<file path="src/rtl/keymatrix_scan_8x8.sv">
// keymatrix_scan_8x8: 8x8 key matrix row scanner with
// frame-level debounce feeding the 64-bit matrix datapath.
module keymatrix_scan_8x8 #(
  parameter int SETTLE_CYCLES  = 64,
  parameter int DEBOUNCE_SCANS = 3
) (
  input  logic        clock,
  input  logic        reset,
  input  logic        enable,
  input  logic [7:0]  column,
  output logic [7:0]  row,
  output logic [63:0] data,
  output logic        changed,
  output logic        frame_done
);

  typedef enum logic {IDLE, SCAN} state_t;

  localparam logic [15:0] SETTLE_LAST = 16'(SETTLE_CYCLES - 1);
  localparam logic [7:0]  DB          = 8'(DEBOUNCE_SCANS);

  state_t      state;
  logic [7:0]  col_m;
  logic [7:0]  col_s;
  logic [2:0]  idx;
  logic [2:0]  idx_nxt;
  logic [15:0] settle;
  logic [55:0] raw;
  logic [63:0] last_frame;
  logic [7:0]  match;

  logic [63:0] frame_nxt;
  logic [7:0]  match_nxt;
  logic        publish;

  assign idx_nxt = idx + 3'd1;

  // Rows 0..6 shift in from the top, so row 0 lands in raw[7:0].
  always_comb begin
    frame_nxt = {~col_s, raw};
    match_nxt = 8'd1;
    if (frame_nxt == last_frame) begin
      match_nxt = (match >= DB) ? DB : match + 8'd1;
    end
    publish = (match_nxt >= DB) && (frame_nxt != data);
  end

  always_ff @(posedge clock or posedge reset) begin
    if (reset) begin
      state      <= IDLE;
      row        <= 8'hFF;
      data       <= '0;
      changed    <= 1'b0;
      frame_done <= 1'b0;
      idx        <= '0;
      settle     <= '0;
      raw        <= '0;
      last_frame <= '0;
      match      <= '0;
      col_m      <= 8'hFF;
      col_s      <= 8'hFF;
    end else begin
      col_m      <= column;
      col_s      <= col_m;
      changed    <= 1'b0;
      frame_done <= 1'b0;
      unique case (state)
        IDLE: begin
          if (enable) begin
            state  <= SCAN;
            idx    <= '0;
            settle <= '0;
            row    <= 8'hFE;
          end
        end
        SCAN: begin
          if (settle == SETTLE_LAST) begin
            settle <= '0;
            idx    <= idx_nxt;
            raw    <= {~col_s, raw[55:8]};
            row    <= ~(8'd1 << idx_nxt);
            if (idx == 3'd7) begin
              match      <= match_nxt;
              last_frame <= frame_nxt;
              frame_done <= 1'b1;
              if (publish) begin
                data    <= frame_nxt;
                changed <= 1'b1;
              end
            end
          end else begin
            settle <= settle + 16'd1;
          end
          // A completing frame above still publishes before parking.
          if (!enable) begin
            state <= IDLE;
            row   <= 8'hFF;
          end
        end
        default: begin
          state <= IDLE;
          row   <= 8'hFF;
        end
      endcase
    end
  end

endmodule

</file>
<file path="config.mk">
export PLATFORM = sky130hd
export DESIGN_NAME = keymatrix_scan_8x8
export DESIGN_NICKNAME = d
export VERILOG_FILES = /design/src/rtl/keymatrix_scan_8x8.sv
export SDC_FILE = /design/constraint.sdc
export NUM_CORES = 1
export LEC_CHECK = 0
export CORE_MARGIN = 2
export CORE_UTILIZATION = 53
export DETAILED_ROUTE_END_ITERATION = 10
export PLACE_DENSITY = 0.82
export SLEW_MARGIN = 40
export SYNTH_ARGS = -nofsm -noshare
export SYNTH_HDL_FRONTEND = slang
export SYNTH_SLANG_ARGS = --single-unit
</file>
<file path="constraint.sdc">
create_clock -name clock -period 12.1 [get_ports clock]
set_input_delay 1.21 -clock clock [delete_from_list [all_inputs] [get_ports clock]]
set_output_delay 1.21 -clock clock [all_outputs]
set_load 0.01 [all_outputs]
</file>
==> metrics.md <==
| Metric | Value |
|---|---|
| Outcome | `finished, final reports clean` |
| Clock-pin slew on the worst setup and hold paths | `0.06 ns` |
| CTS buffer count | `25` |
| Crit-path max FO | `61` |
| Critical path endpoint category | `flop` |
| Mapped Area | `0.0108 mm^2` |
| Chip height | `147 um` |
| Share of layout cells above drive strength 1 | `17.3%` |
| Vias | `7284` |
| Maximum VDD drop | `0.000132 V` |
| FILL cells | `1569` |
| Post-route setup slack | `8.06 ns` |
| Critical Path AT | `4.43 ns` |
| Site Rows | `52` |
| Leakage | `6.40 nW` |
| Final-report hold violation count | `0` |
| PD cells | `126 mW/mm^2` |
| First-pass GRT wire length | `40900 um` |
| # diodes | `0` |
| Post-synth top flop | `dfrtp_1` |
| Via count of the first global-routing pass | `7254` |
| Critical path data required time | `12.49 ns` |
| Die area | `0.0216 mm^2` |
| Synth-to-Final Area Change | `17.3%` |
| Cts repair resizes | `0` |
| Max_cap viols | `0` |
| Final setup viols | `0` |
| Worst-case clock buffer depth | `3` |
| Number of nets with antenna violations after routing | `0` |
| Largest area contributor in the netlist | `dfrtp_1` |
| Yosys cell types | `41` |
| Max Slew Vio Count | `0` |
| Num Clock Sinks | `238` |
| CP Cell Sequence | `ha_1 -> nand3_2 -> or3_4 -> nor2_4 -> nand3_4 -> inv_4 -> nand4_1 -> buf_4 -> mux2_4` |
| Nets@finish | `1042` |
| FF-to-FF setup slack | `8.06 ns` |
| Crit path kind | `reg2reg` |
| Worst slew pin tran | `0.952 ns` |
| # IOs | `85` |
| Drt first pass iters | `5` |
| Post-DP HPWL | `17500 um` |
| Routability cong. | `0.956` |
| GRT Overall Usage | `24.1%` |
| Core area | `0.0202 mm^2` |
| Crit path buffers/inverters | `2` |
| Clk root buf | `clkbuf_16` |
| Post-synth EDFFs | `0` |
| CP startpoint kind | `flop` |
| Cts hold-fix bufs | `0` |
| CP max-delay cell | `inv_4` |
| Die W | `147 um` |
| Fmax | `247 MHz` |
| H-tree depth | `1` |
| Mapped Cells | `942` |
| CTS tree | `built` |
| Worst rel slew slack | `35.9%` |
| Total gr overflow | `0` |
| Share of flip-flops with an asynchronous set or reset | `100%` |
| Post-Route Skew | `0.0111 ns` |
| Worst-Skew Late Latency | `0.51 ns` |
| Sum Neg Setup Slack | `0 ns` |
| Post-Route WL | `25300 um` |
| Synth Register Bits | `238` |
| Mapped Nets | `961` |
| Commonest cells in the synthesized netlist | `nand2_1, dfrtp_1, xnor2_1` |
| CP delay by family, top | `simple AND/OR/NAND/NOR gates` |
| Vias per cell | `5.56` |
| Routed len/inst | `19.3 um` |
| RSZ-0062 raised after global routing | `false` |
| Synth Area per Inst | `11.5 um^2` |
| Initial Util | `53.7%` |
| Count leader, synth | `nand2_1` |
| Post-layout min period | `4.04 ns` |
| Residual DRC | `0` |
| Synth Warn # | `0` |
| Yosys top cell area share | `49.4%` |
| Hold Path Class | `reg2reg` |
| Largest net degree at the start of global routing | `117` |
| Pre-CTS WS | `8.19 ns` |
| Initial drt markers | `471` |
| # port buffers | `84` |
| Worst path max stage delay | `0.64 ns` |
| Fin crit share | `33.4%` |
| Initial antenna violation count | `0` |
| Setup bufs post-CTS | `0` |
| Seq/Total Area, Yosys | `55.2%` |
| Synth top area cells | `dfrtp_1, nand2_1, mux2_4` |
per-stage QoR:
step / area, um^2 / power [W] / utilization (%) / hold WS, ns / instances
after CTS: 12700 / 0.00161 / 63.0 / 0.355 / 1311
after detailed placement: 11900 / 0.000863 / 59.1 / 0.347 / 1266
after global placement: 11900 / 0.000862 / 58.9 / 0.346 / 1265
after global routing: 12700 / 0.00165 / 63.0 / 0.363 / 1311
final: 12700 / 0.00160 / 63.0 / 0.355 / 1311
after floorplan: 10800 / 0.000847 / - / 0.345 / 942
registers in the layout, indices dropped and copies added, names as in the netlist:
register / cells
changed: 1
col_m: 8
col_s: 8
data: 64
frame_done: 1
idx: 3
last_frame: 64
match: 8
raw: 56
row: 8
settle: 16
state: 1
per-layer routing:
metal	share of wire [%]	global-route usage (%)	wire [um]	up-vias
met3	6.0	4.35	1530	59
met2	45	36.7	11400	232
met5	0	0	0	-
met1	45	34.7	11300	3630
li1	-	-	-	3363
met4	4.0	9.62	1010	0
worst paths after layout:
path / startpoint / end / cells after the start
worst max-delay path: settle[0]$_DFFE_PP0P_ / data[9]$_DFFE_PP0P_ / 9
worst min-delay path: col_m[2]$_DFF_PP1_ / col_s[2]$_DFF_PP1_ / 0
worst max register to register: settle[0]$_DFFE_PP0P_ / data[9]$_DFFE_PP0P_ / 9
worst min register to register: col_m[2]$_DFF_PP1_ / col_s[2]$_DFF_PP1_ / 0
max in group asynchronous: reset / col_m[7]$_DFF_PP1_ / 3
min in group asynchronous: reset / data[60]$_DFFE_PP0P_ / 2
layout make-up:
type                       instances  area, um^2  share of cell area, %
tap                              270         338                   2.66
clock buffer                      38         704                   5.54
sequential                       238        5990                   47.1
clock inverter                     7        85.1                  0.669
timing repair buffer              90         906                   7.13
multi-input combinational        653        4620                   36.4
inverter                          15        71.3                  0.561
where the power goes:
part	switching [W]	internal [W]	leakage, nW
clock	0.000305	0.000442	0.389
sequential	0.00000676	0.000804	3.24
combinational	0.0000266	0.0000110	2.78
logic make-up (layout without fill, tap and decap cells):
kind of cell,after synthesis,after routing,synth area share [%]
mux,115,115,13.6
buf+inv,51,150,2.20
flops,238,238,55.2
simple gates,331,331,14.0
fa+ha+maj,8,8,0.923
compound gates,67,67,3.34
xor+xnor,132,132,10.7
placed cells by master, fill, tap and decap left out, drive strengths merged, types with 29 or more instances in the layout:
cell type	n
clkdlybuf4s50	84
xor2	65
nand2	216
mux2	106
o21ai	49
nor4	41
nand4	29
clkbuf	38
dfrtp	214
xnor2	67
(Power assumes the default switching activity.)
